[config.mk]
export PLATFORM = sky130hd
export DESIGN_NAME = nco_phase_glide
export DESIGN_NICKNAME = d
export VERILOG_FILES = /design/src/rtl/nco_phase_glide.sv
export SDC_FILE = /design/constraint.sdc
export NUM_CORES = 1
export LEC_CHECK = 0
export CORE_UTILIZATION = 60
export DETAILED_ROUTE_END_ITERATION = 7
export PLACE_DENSITY = 0.8
export SKIP_LAST_GASP = 1
export SLEW_MARGIN = 10
export SYNTH_ARGS = -nofsm -noshare
export SYNTH_HDL_FRONTEND = slang
export SYNTH_SLANG_ARGS = --single-unit
[constraint.sdc]
create_clock -name i_clk -period 9.4 [get_ports i_clk]
set_input_delay 1.88 -clock i_clk [delete_from_list [all_inputs] [get_ports i_clk]]
set_output_delay 1.88 -clock i_clk [all_outputs]
set_load 0.03 [all_outputs]
[src/rtl/nco_phase_glide.sv]
// NCO phase accumulator with valid/ready increment loading and exponential glide.
// Define NCO_DITHER_EN to add LFSR dither below the 16-bit output slice.
module nco_phase_glide #(
  parameter int unsigned PHASE_W = 24,
  parameter int unsigned GLIDE_W = 4
) (
  input  logic               i_clk,
  input  logic               i_rst_n,
  input  logic               i_en,
  input  logic [PHASE_W-1:0] i_inc,
  input  logic               i_inc_valid,
  output logic               o_inc_ready,
  input  logic [GLIDE_W-1:0] i_glide,
  input  logic               i_sync,
  output logic [15:0]        o_saw,
  output logic               o_wrap,
  output logic               o_gliding
);

  typedef enum logic [0:0] {StSteady, StGlide} state_e;

  state_e               state_q, state_d;
  logic [PHASE_W-1:0]   phase_q, phase_d;
  logic [PHASE_W-1:0]   cur_inc_q, cur_inc_d;
  logic [PHASE_W-1:0]   target_q, target_d;
  logic [PHASE_W-1:0]   pend_val_q, pend_val_d;
  logic                 pending_q, pending_d;
  logic                 wrap_q, wrap_d;

  logic                 accept;
  logic [PHASE_W-1:0]   eff;
  logic [PHASE_W:0]     sum;
  logic signed [PHASE_W:0] delta, step_shr, step;
  logic [PHASE_W-1:0]   glide_inc;

  always_comb begin
    accept    = i_inc_valid && !pending_q;
    eff       = pending_q ? pend_val_q : target_q;
    sum       = {1'b0, phase_q} + {1'b0, cur_inc_q};
    delta     = $signed({1'b0, eff}) - $signed({1'b0, cur_inc_q});
    step_shr  = delta >>> i_glide;
    // A shift that rounds to zero still moves one LSB toward the target.
    if (step_shr == '0) begin
      step = delta[PHASE_W] ? '1 : {{PHASE_W{1'b0}}, 1'b1};
    end else begin
      step = step_shr;
    end
    glide_inc = cur_inc_q + step[PHASE_W-1:0];
  end

  always_comb begin
    state_d    = state_q;
    phase_d    = phase_q;
    cur_inc_d  = cur_inc_q;
    target_d   = target_q;
    pend_val_d = pend_val_q;
    pending_d  = pending_q;
    wrap_d     = 1'b0;

    if (accept) begin
      pend_val_d = i_inc;
      pending_d  = 1'b1;
    end

    if (i_en) begin
      if (pending_q) begin
        pending_d = 1'b0;
      end
      target_d = eff;

      if (i_sync) begin
        phase_d = '0;
        wrap_d  = 1'b0;
      end else begin
        {wrap_d, phase_d} = sum;
      end

      case (state_q)
        StSteady: begin
          if (eff != cur_inc_q) begin
            if (i_glide == '0) begin
              cur_inc_d = eff;
            end else begin
              cur_inc_d = glide_inc;
              state_d   = (glide_inc == eff) ? StSteady : StGlide;
            end
          end
        end
        StGlide: begin
          if (i_glide == '0 || eff == cur_inc_q) begin
            cur_inc_d = eff;
            state_d   = StSteady;
          end else begin
            cur_inc_d = glide_inc;
            if (glide_inc == eff) begin
              state_d = StSteady;
            end
          end
        end
        default: state_d = StSteady;
      endcase
    end
  end

  always_ff @(posedge i_clk or negedge i_rst_n) begin
    if (!i_rst_n) begin
      state_q    <= StSteady;
      phase_q    <= '0;
      cur_inc_q  <= '0;
      target_q   <= '0;
      pend_val_q <= '0;
      pending_q  <= 1'b0;
      wrap_q     <= 1'b0;
    end else begin
      state_q    <= state_d;
      phase_q    <= phase_d;
      cur_inc_q  <= cur_inc_d;
      target_q   <= target_d;
      pend_val_q <= pend_val_d;
      pending_q  <= pending_d;
      wrap_q     <= wrap_d;
    end
  end

  assign o_inc_ready = !pending_q;
  assign o_wrap      = wrap_q;
  assign o_gliding   = (state_q == StGlide);

`ifdef NCO_DITHER_EN
  logic [15:0]        lfsr_q;
  logic [15:0]        saw_q;
  logic               lfsr_fb;
  logic [PHASE_W-1:0] dith;
  logic [PHASE_W-1:0] dsum;

  always_comb begin
    lfsr_fb = lfsr_q[15] ^ lfsr_q[13] ^ lfsr_q[12] ^ lfsr_q[10];
    dith    = '0;
    // Dither only occupies bits below the output slice.
    for (int i = 0; i < 8; i++) begin
      if (i < int'(PHASE_W) - 16) begin
        dith[i] = lfsr_q[i];
      end
    end
    dsum = phase_d + dith;
  end

  always_ff @(posedge i_clk or negedge i_rst_n) begin
    if (!i_rst_n) begin
      lfsr_q <= 16'hACE1;
      saw_q  <= '0;
    end else if (i_en) begin
      lfsr_q <= {lfsr_q[14:0], lfsr_fb};
      saw_q  <= dsum[PHASE_W-1 -: 16];
    end
  end

  assign o_saw = saw_q;
`else
  assign o_saw = phase_q[PHASE_W-1 -: 16];
`endif

endmodule

==> metrics.log, run 1 <==
[metrics] most frequently used flop master after synthesis: dfrtp_1
[metrics] critical path launch point: pending_q
[metrics] CP Capture Type: flop
[metrics] EDFF count, synth: 0
[metrics] synth warn: 0
[metrics] Worst-Skew Late Latency: between 0.3 and 0.4 ns
[metrics] skew final: 0.00954 ns
[metrics] maximum number of pins on one net before global-route repair: 60
[metrics] final worst path period share: 87.5%
[metrics] fraction of synthesized cell area taken by the top area cell type: 25.6%
[metrics] post-cts repair resize count: 0
[metrics] Final HPWL DP: 20.6 mm
[metrics] setup_tns: 0 ns
[metrics] CTS clock-pin slew for the worst setup and hold paths: approximately 0.070 ns
[metrics] post-route cell area: 10,500 um2
[metrics] number of clock sinks: 99
[metrics] hold violation total from the final report: 0
[metrics] vias in the first global route: about 8,300
[metrics] number of maximum-capacitance violations: 0
[metrics] biggest fanout along the worst timing path: 20
[metrics] remaining design rule violation count: 0
[metrics] dpl cell area: 10,200 um2
[metrics] Post-Synth XOR/XNOR Area: 7.42%
[metrics] hold-fix buffers at CTS: 0
[metrics] total length of routed wires: 26.3 mm
[metrics] mux share of post-synthesis cell area: 10.1%
[metrics] overall track demand over capacity in global routing: 32.8%
[metrics] number of buffers inserted by port buffering: 51
[metrics] Slowest cell on crit path: o311ai_0
[metrics] synthesized-area fraction occupied by ao, oa, aoi and oai cells: 24.6%
[metrics] clock buffer depth: 2
[metrics] sequential-to-total area share from yosys stat: 25.6%
[metrics] First DRT Iteration DRCs: 831
[metrics] Worst Setup Start Kind: flop
[metrics] class of the most critical setup path: flop to flop
[metrics] clock root buffer: clkbuf_16
[metrics] CTS tree: yes
[metrics] Total Nets Final: between 1,000 and 1,500
[metrics] number of setup buffers added after CTS: 0
[metrics] highest attainable clock frequency: 122 MHz
[metrics] synthesis-stage register bit count: 99
[metrics] Avg WL per Cell: 19.0 um
[metrics] Tightest Hold Check Type: flop to flop
[metrics] Setup-failing EPs final: 0
[metrics] CTS H-tree lvls: 3
[metrics] cell with the most instances after synthesis: nor2_1
[metrics] count of boundary I/O pins: 52
[metrics] initial antenna violation count: 0
[metrics] vertical die dimension: 129 um
[metrics] remaining antenna violation count after routing: 0
[metrics] post-placement cell count: between 1,000 and 1,500
[metrics] number of iterations in the first detailed-routing pass: 5
[metrics] Bufs and invs on worst path: 2
[metrics] Via density: 6.44
[metrics] core region area: 15,800 um2
[metrics] vias after detailed routing: 8,899
[metrics] cell type with the largest total area after synthesis: dfrtp_1
[metrics] num rows: between 40 and 50
[metrics] number of fillers in the final layout: 1,355
[metrics] total count of max-transition violations in the final report: 0
[metrics] main combinational cell family by area after synthesis: compound AO/OA/AOI/OAI gates
[metrics] final antenna diode count: 0
[metrics] share of flip-flops with an asynchronous set or reset after synthesis: 100%
[metrics] number of different library cells in the post-synthesis netlist: 79
[metrics] leading cell types by count after synthesis: nor2_1 (106), a21oi_1 (100), dfrtp_1 (99)
[metrics] layout cell share with drive strength beyond 1: 9.96%
[metrics] Synthesized Nets: approximately 1,300
[metrics] delay-heaviest family, CP: compound AO/OA/AOI/OAI gates
[metrics] Crit path arrival time: 8.47 ns
[metrics] wire length of the first global-routing pass: 42.1 mm
[metrics] Mapped Avg Cell Area: around 8.4 um2
[metrics] Post-Layout Cell Count: about 1,400
[metrics] start point of the worst min-delay path: phase_q[4]
[metrics] initial standard-cell utilization of the core: between 60% and 70%
[metrics] fraction of the mapped netlist area in adder cells: 10.1%
[metrics] area fraction in and, or, nand and nor cells after synthesis: 16.3%
[metrics] stage delay of the slowest cell on the critical path: 0.56 ns
[metrics] combined area of all synthesized cells: 9670 um2
[metrics] TritonCTS Buffers: 9
[metrics] RSZ-0062 raised after global routing: no
[metrics] largest cells by area after synthesis: dfrtp_1 (26%), ha_1 (9.4%), mux2_2 (5.4%)
[metrics] max-slew headroom at the worst pin: 29.9%
[metrics] data required time of the worst path: 9.64 ns
[metrics] post-synthesis cell count: approximately 1,200
[metrics] reg-to-reg critical path startpoint: pending_q
[metrics] width of the die: approximately 130 um
[metrics] Tightest Pin Transition: 1.04 ns
[metrics] area grow syn2layout: 8.83%
[metrics] shortest clock period the worst path allows after layout: 8.23 ns
[metrics] total grt overflow: 0
[metrics] run status: finished, final reports clean
[metrics] die footprint: 16,600 um2
[metrics] final weighted congestion of routability-driven global placement: 0.967
[layout by cell type (no fill, tap or decap), drive strengths merged, types with 15 or more instances in the layout]
cell	n
mux2	47
a21oi	105
o21ai	54
o2bb2ai	24
dfrtp	99
inv	69
nand3	21
nor3	29
o211ai	22
xnor2	52
xor2	30
nand2	79
nor2	106
clkdlybuf4s50	49
a31oi	15
buf	16
ha	73
a21o	26
mux2i	29
[worst register-to-register path, delay by kind of cell, from the launching register on]
family | cells | cell delay [ns]
compound gates | 9 | 2.77
simple gates | 9 | 2.16
fa+ha+maj | 3 | 1.10
xor+xnor | 3 | 0.83
flops | 1 | 0.55
buf+inv | 2 | 0.43
mux | 1 | 0.26
[kinds of logic (layout without fill, tap and decap cells)]
| kind of cell | Yosys count | after routing |
|---|---|---|
| AO/OA/AOI/OAI | 351 | 351 |
| buffers and inverters | 135 | 145 |
| multiplexers | 83 | 83 |
| flip-flops | 99 | 99 |
| adder cells (fa/ha/maj) | 76 | 76 |
| XOR/XNOR | 82 | 82 |
| AND/OR/NAND/NOR | 329 | 329 |
[worst paths after layout]
check                      slack [ns]  depth (start not counted)             end
hold / removal                   0.50                          1      phase_q[4]
max in group asynchronous        6.79                          2  pend_val_q[19]
hold reg to reg                  0.50                          1      phase_q[4]
min in group asynchronous        1.52                          1      phase_q[5]
setup reg to reg                 1.17                         27       o_gliding
setup / recovery                 1.17                         27       o_gliding
[metrics by stage]
stage	setup slack (ns)	hold slack (ns)	util [%]
after floorplan	1.99	0.461	-
after global placement	1.56	0.481	64.6
after detailed placement	1.39	0.488	64.6
after CTS	1.34	0.507	66.5
after global routing	0.805	0.516	66.5
final	1.17	0.499	66.5
[layer usage]
layer	wire, um	track usage, %	up-vias	part of all wire [%]
met5	0	0	-	0
met4	579	11.2	0	2.2
met3	2360	8.52	44	9.0
met2	11800	51.8	367	45
met1	11500	43.4	4247	44
li1	-	-	4241	-
[state kept, by name (all words and copies together), names as in the netlist]
signal	count
cur_inc_q	24
phase_q	24
o_gliding	1
o_wrap	1
target_q	24
pending_q	1
pend_val_q	24
[layout make-up]
cell class	count	area, um2	share of cell area (%)
sequential	99	2480	23.5
tap	216	270	2.57
inverter	64	240	2.28
multi-input combinational	921	6630	63.0
timing repair buffer	65	608	5.78
clock inverter	7	78.8	0.749
clock buffer	9	225	2.14
Power of run 1 is left out: the tool's default activity adds up to more than one toggle a clock period on the data nets, which glitch-free logic cannot reach.
==> run 2, diff against run 1 <==
--- a/config.mk
+++ b/config.mk
@@ -5,11 +5,11 @@
 export SDC_FILE = /design/constraint.sdc
 export NUM_CORES = 1
 export LEC_CHECK = 0
-export CORE_UTILIZATION = 60
+export CORE_UTILIZATION = 56
 export DETAILED_ROUTE_END_ITERATION = 7
-export PLACE_DENSITY = 0.8
+export PLACE_DENSITY = 0.81
 export SKIP_LAST_GASP = 1
-export SLEW_MARGIN = 10
+export SLEW_MARGIN = 15
 export SYNTH_ARGS = -nofsm -noshare
 export SYNTH_HDL_FRONTEND = slang
 export SYNTH_SLANG_ARGS = --single-unit
==> constraint.sdc (replaced) <==
create_clock -name i_clk -period 7.55 [get_ports i_clk]
set_input_delay 1.51 -clock i_clk [delete_from_list [all_inputs] [get_ports i_clk]]
set_output_delay 1.51 -clock i_clk [all_outputs]
set_load 0.03 [all_outputs]
==> run 2 against run 1 <==
First-iteration DRC count rose by 7.0%; setup slack got worse by 0.85 ns; die area is 7.0% higher; register-to-register slack worse by 0.85 ns; critical path type unchanged.
==> metrics.log, run 2 (same netlist as run 1, synthesis figures left out) <==
[metrics] clock root buffer: clkbuf_16
[metrics] clock buffer depth: 2 (unchanged)
[metrics] area grow syn2layout: 13.1%
[metrics] remaining antenna violation count after routing: 0 (unchanged)
[metrics] num rows: 47 (+2.2%)
[metrics] Tightest Pin Transition: 1.06 ns (+0.0134 ns)
[metrics] run status: finished, final reports clean
[metrics] final weighted congestion of routability-driven global placement: 1.00 (+3.4%)
[metrics] maximum number of pins on one net before global-route repair: 82 (+37%)
[metrics] class of the most critical setup path: flop to flop
[metrics] Post-Layout Cell Count: 1,418 (+2.7%)
[metrics] First DRT Iteration DRCs: 889 (+7.0%)
[metrics] worst hold margin: 0.500 ns (+0.00155 ns)
[metrics] hold-fix buffers at CTS: 0 (unchanged)
[metrics] Tightest Hold Check Type: flop to flop
[metrics] layout cell share with drive strength beyond 1: 14.2% (+4.2 points)
[metrics] Slowest cell on crit path: or4_4
[metrics] highest attainable clock frequency: 138 MHz (+14%)
[metrics] post-placement cell count: 1,398 (+2.4%)
[metrics] Total Nets Final: 1,301 (+2.5%)
[metrics] Avg WL per Cell: 19.6 um (+2.9%)
[metrics] TritonCTS Buffers: 9 (unchanged)
[metrics] Worst Setup Start Kind: flop
[metrics] hold violation total from the final report: 0 (unchanged)
[metrics] initial antenna violation count: 1 (+1)
[metrics] cell with the most instances on the worst path: a21oi_2
[metrics] biggest fanout along the worst timing path: 4 (-80%)
[metrics] wire length of the first global-routing pass: 44.7 mm (+6.1%)
[metrics] Worst-Skew Late Latency: 0.37 ns (about the same)
[metrics] CP Capture Type: flop
[metrics] placement-stage worst setup slack: 0.318 ns (-1.07 ns)
[metrics] stage delay of the slowest cell on the critical path: 0.53 ns (-0.03 ns)
[metrics] most common cell after layout, fill and taps aside: nor2_1
[metrics] shortest clock period the worst path allows after layout: 7.23 ns (-0.998 ns)
[metrics] remaining design rule violation count: 0 (unchanged)
[metrics] Via density: 6.41 (-0.51%)
[metrics] max-slew headroom at the worst pin: 29.6% (-0.26 points)
[metrics] vias after detailed routing: 9,091 (+2.2%)
[metrics] CTS H-tree lvls: 3 (unchanged)
[metrics] vertical die dimension: 133 um (+3.5%)
[metrics] post-route cell area: 10,900 um2 (+3.9%)
[metrics] CTS tree: yes
[metrics] dpl cell area: 10,500 um2 (+2.3%)
[metrics] core region area: 16,700 um2 (+5.5%)
[metrics] vias in the first global route: 8,698 (+4.6%)
[metrics] data required time of the worst path: 7.80 ns (-1.84 ns)
[metrics] Setup-failing EPs final: 0 (unchanged)
[metrics] most frequent cells in the layout: nor2_1 (105), a21oi_1 (98), dfrtp_1 (98)
[metrics] initial standard-cell utilization of the core: 57.9% (-3.2 points)
[metrics] number of buffers inserted by port buffering: 51 (unchanged)
[metrics] overall track demand over capacity in global routing: 32.0% (-0.74 points)
[metrics] post-route worst setup slack: 0.321 ns (-0.852 ns)
[metrics] number of iterations in the first detailed-routing pass: 5 (unchanged)
[metrics] CTS clock-pin slew for the worst setup and hold paths: 0.07 ns (about the same)
[metrics] die footprint: 17,800 um2 (+7.0%)
[metrics] number of maximum-capacitance violations: 0 (unchanged)
[metrics] Final HPWL DP: 21.3 mm (+3.5%)
[metrics] count of boundary I/O pins: 52 (unchanged)
[metrics] width of the die: 133 um (+3.5%)
[metrics] skew final: 0.0172 ns (+0.00770 ns)
[metrics] total count of max-transition violations in the final report: 0 (unchanged)
[metrics] final worst path period share: 95.8% (+8.2 points)
[metrics] total grt overflow: 0 (unchanged)
[metrics] Crit path arrival time: 7.48 ns (-0.99 ns)
[metrics] total length of routed wires: 27.8 mm (+5.7%)
[metrics] number of clock sinks: 99 (unchanged)
-- run 2: path summary, 6_finish.rpt --
check	to	from	slack, ns	depth (start not counted)
min	phase_q[6]	phase_q[6]	0.50	1
max reg2reg	o_gliding	pending_q	0.32	31
max	o_gliding	pending_q	0.32	31
min reg2reg	phase_q[6]	phase_q[6]	0.50	1
min in group asynchronous	phase_q[7]	i_rst_n	1.00	1
max in group asynchronous	pending_q	i_rst_n	5.16	2
-- run 2: layout make-up --
cell class / count / area (um2)
Clock buffer: 10 / 239
Tap cell: 220 / 275
Fill cell: 1428 / 5760
Clock inverter: 6 / 87.6
Multi-Input combinational cell: 921 / 6750
Inverter: 64 / 240
Sequential cell: 99 / 2480
Timing Repair Buffer: 97 / 872
Antenna cell: 1 / 2.50
-- run 2: worst max-delay path: cells and delay by family, from the launching register on --
family / cells / cell delay [ns]
buffers and inverters: 2 / 0.21
multiplexers: 2 / 0.71
AND/OR/NAND/NOR: 8 / 1.64
AO/OA/AOI/OAI: 12 / 2.30
adder cells (fa/ha/maj): 4 / 1.24
flip-flops: 1 / 0.45
XOR/XNOR: 3 / 0.54
-- run 2: per-stage QoR --
stage	util [%]	TNS, ns
after floorplan	-	0
final	65.5	0
after detailed placement	62.6	0
after global placement	62.6	0
after CTS	64.6	0
after global routing	65.5	-0.0352
-- run 2: repair_timing --
action,in CTS,in global routing
endpoints found under the setup margin,0,4
gates resized for setup,0,31
hold endpoints to repair,0,0
setup buffers,0,3
-- run 2: metal layers --
metal  part of all wire (%)  track usage [%]
met2                     45             50.4
met3                    8.9             7.57
met5                      0                0
met1                     44             43.6
met4                    2.4             9.53
Power of run 2 is left out for the same reason.
==> run 3, diff against run 2 <==
--- a/config.mk
+++ b/config.mk
@@ -5,9 +5,9 @@
 export SDC_FILE = /design/constraint.sdc
 export NUM_CORES = 1
 export LEC_CHECK = 0
-export CORE_UTILIZATION = 56
+export CORE_UTILIZATION = 25
 export DETAILED_ROUTE_END_ITERATION = 7
-export PLACE_DENSITY = 0.81
+export PLACE_DENSITY = 0.44
 export SKIP_LAST_GASP = 1
 export SLEW_MARGIN = 15
 export SYNTH_ARGS = -nofsm -noshare
==> run 3 against run 2 <==
Clock skew decreased by 0.0086 ns; critical endpoint unchanged; sequential share of layout area decreased by 1.5 points; core utilization decreased by 35 points; routed wire length increased by 17%; design area increased by 7.3%; die area increased by 120%; global-route usage decreased by 15 points; critical path type unchanged; setup slack improved by 0.025 ns.
==> metrics.log, run 3 (same netlist as run 1, synthesis figures left out) <==
[metrics] total count of max-transition violations in the final report: 0 (unchanged)
[metrics] die footprint: 39,500 um2 (+120%)
[metrics] stage delay of the slowest cell on the critical path: 0.41 ns (-0.12 ns)
[metrics] highest attainable clock frequency: 139 MHz (+0.34%)
[metrics] count of boundary I/O pins: 52 (unchanged)
[metrics] delay-heaviest family, CP: compound AO/OA/AOI/OAI gates
[metrics] vias after detailed routing: 8,851 (-2.6%)
[metrics] initial antenna violation count: 0 (-1)
[metrics] number of fillers in the final layout: 4,052 (+180%)
[metrics] maximum number of pins on one net before global-route repair: 60 (-27%)
[metrics] cell with the most instances on the worst path: buf_4
[metrics] number of maximum-capacitance violations: 0 (unchanged)
[metrics] Tightest Pin Transition: 0.926 ns (-0.129 ns)
[metrics] final weighted congestion of routability-driven global placement: 0.914 (-8.6%)
[metrics] remaining design rule violation count: 0 (unchanged)
[metrics] skew final: 0.00863 ns (-0.00861 ns)
[metrics] num rows: 71 (+51%)
[metrics] vias in the first global route: 8,645 (-0.61%)
[metrics] CTS tree: yes
[metrics] CTS clock-pin slew for the worst setup and hold paths: 0.07 ns (about the same)
[metrics] Slowest cell on crit path: dfrtp_1
[metrics] wire length of the first global-routing pass: 49.8 mm (+12%)
[metrics] hold violation total from the final report: 0 (unchanged)
[metrics] width of the die: 199 um (+49%)
[metrics] most frequent cells in the layout: nor2_1 (106), dfrtp_1 (99), buf_4 (96)
[metrics] Worst Setup Start Kind: flop
[metrics] Total Nets Final: 1,354 (+4.1%)
[metrics] number of clock sinks: 99 (unchanged)
[metrics] Setup-failing EPs final: 0 (unchanged)
[metrics] worst hold margin: 0.494 ns (-0.00648 ns)
[metrics] Crit path arrival time: 7.45 ns (-0.03 ns)
[metrics] total length of routed wires: 32.4 mm (+17%)
[metrics] most common cell after layout, fill and taps aside: nor2_1
[metrics] number of iterations in the first detailed-routing pass: 5 (unchanged)
[metrics] overall track demand over capacity in global routing: 16.7% (-15 points)
[metrics] number of buffers inserted by port buffering: 51 (unchanged)
[metrics] Via density: 5.03 (-22%)
[metrics] area grow syn2layout: 21.4%
[metrics] data required time of the worst path: 7.80 ns (about the same)
[metrics] Worst-Skew Late Latency: 0.37 ns (about the same)
[metrics] First DRT Iteration DRCs: 645 (-27%)
[metrics] CP Capture Type: flop
[metrics] CTS H-tree lvls: 3 (unchanged)
[metrics] shortest clock period the worst path allows after layout: 7.20 ns (-0.0247 ns)
[metrics] remaining antenna violation count after routing: 0 (unchanged)
[metrics] Tightest Hold Check Type: flop to flop
[metrics] max-slew headroom at the worst pin: 38.2% (+8.6 points)
[metrics] initial standard-cell utilization of the core: 25.6% (-32 points)
[metrics] clock buffer depth: 2 (unchanged)
[metrics] biggest fanout along the worst timing path: 6 (+2)
[metrics] Avg WL per Cell: 18.4 um (-6.1%)
[metrics] total grt overflow: 0 (unchanged)
[metrics] Final HPWL DP: 26.1 mm (+23%)
[metrics] TritonCTS Buffers: 9 (unchanged)
[metrics] vertical die dimension: 199 um (+49%)
[metrics] final worst path period share: 95.4% (-0.33 points)
[metrics] clock root buffer: clkbuf_16
[metrics] final antenna diode count: 0 (-1)
[metrics] Bufs and invs on worst path: 6 (+4)
[metrics] class of the most critical setup path: flop to flop
[metrics] layout cell share with drive strength beyond 1: 18.0% (+3.8 points)
[metrics] core region area: 37,800 um2 (+130%)
[metrics] run status: finished, final reports clean
## run 3: metal layers
layer / vias to the layer above / track usage [%] / wire length [um] / share of wire [%]
li1: 4412 / - / - / -
met1: 4209 / 24.5 / 16700 / 52
met2: 199 / 25.0 / 13600 / 42
met3: 31 / 3.15 / 1590 / 4.9
met4: 0 / 3.90 / 528 / 1.6
met5: - / 0 / 0 / 0
## run 3: final timing paths
kind / startpoint / endpoint / slack, ns / cells after the start
setup / recovery: pending_q / o_gliding / 0.35 / 31
hold / removal: phase_q[5] / phase_q[5] / 0.49 / 1
setup reg to reg: pending_q / o_gliding / 0.35 / 31
hold reg to reg: phase_q[5] / phase_q[5] / 0.49 / 1
max in group asynchronous: i_rst_n / cur_inc_q[4] / 5.26 / 2
min in group asynchronous: i_rst_n / pend_val_q[22] / 1.15 / 1
## run 3: metrics by stage
step	setup TNS (ns)	instances	utilization, %	setup slack (ns)	cell area, um2
after global placement	0	1743	29.7	0.0310	11300
final	0	1761	31.0	0.345	11700
after CTS	0	1759	30.5	0.0204	11600
after floorplan	0	1155	-	0.142	9670
after global routing	-0.0302	1761	31.0	-0.0302	11700
after detailed placement	0	1743	29.7	0.0635	11300
## run 3: area by class of cell
class	instances	area (um2)	share of cell area (%)
clock buffer	11	253	2.15
clock inverter	5	43.8	0.373
inverter	64	240	2.05
multi-input combinational	921	6800	57.9
sequential	99	2480	21.1
tap	511	639	5.45
timing repair buffer	150	1290	11.0
## run 3: timing repair
| action | CTS | global route |
|---|---|---|
| resized for setup | 0 | 34 |
| setup endpoints to repair | 0 | 6 |
| endpoints found under the hold margin | 0 | 0 |
| hold buffers | 0 | 0 |
| buffers inserted | 0 | 2 |
Power of run 3 is left out for the same reason.
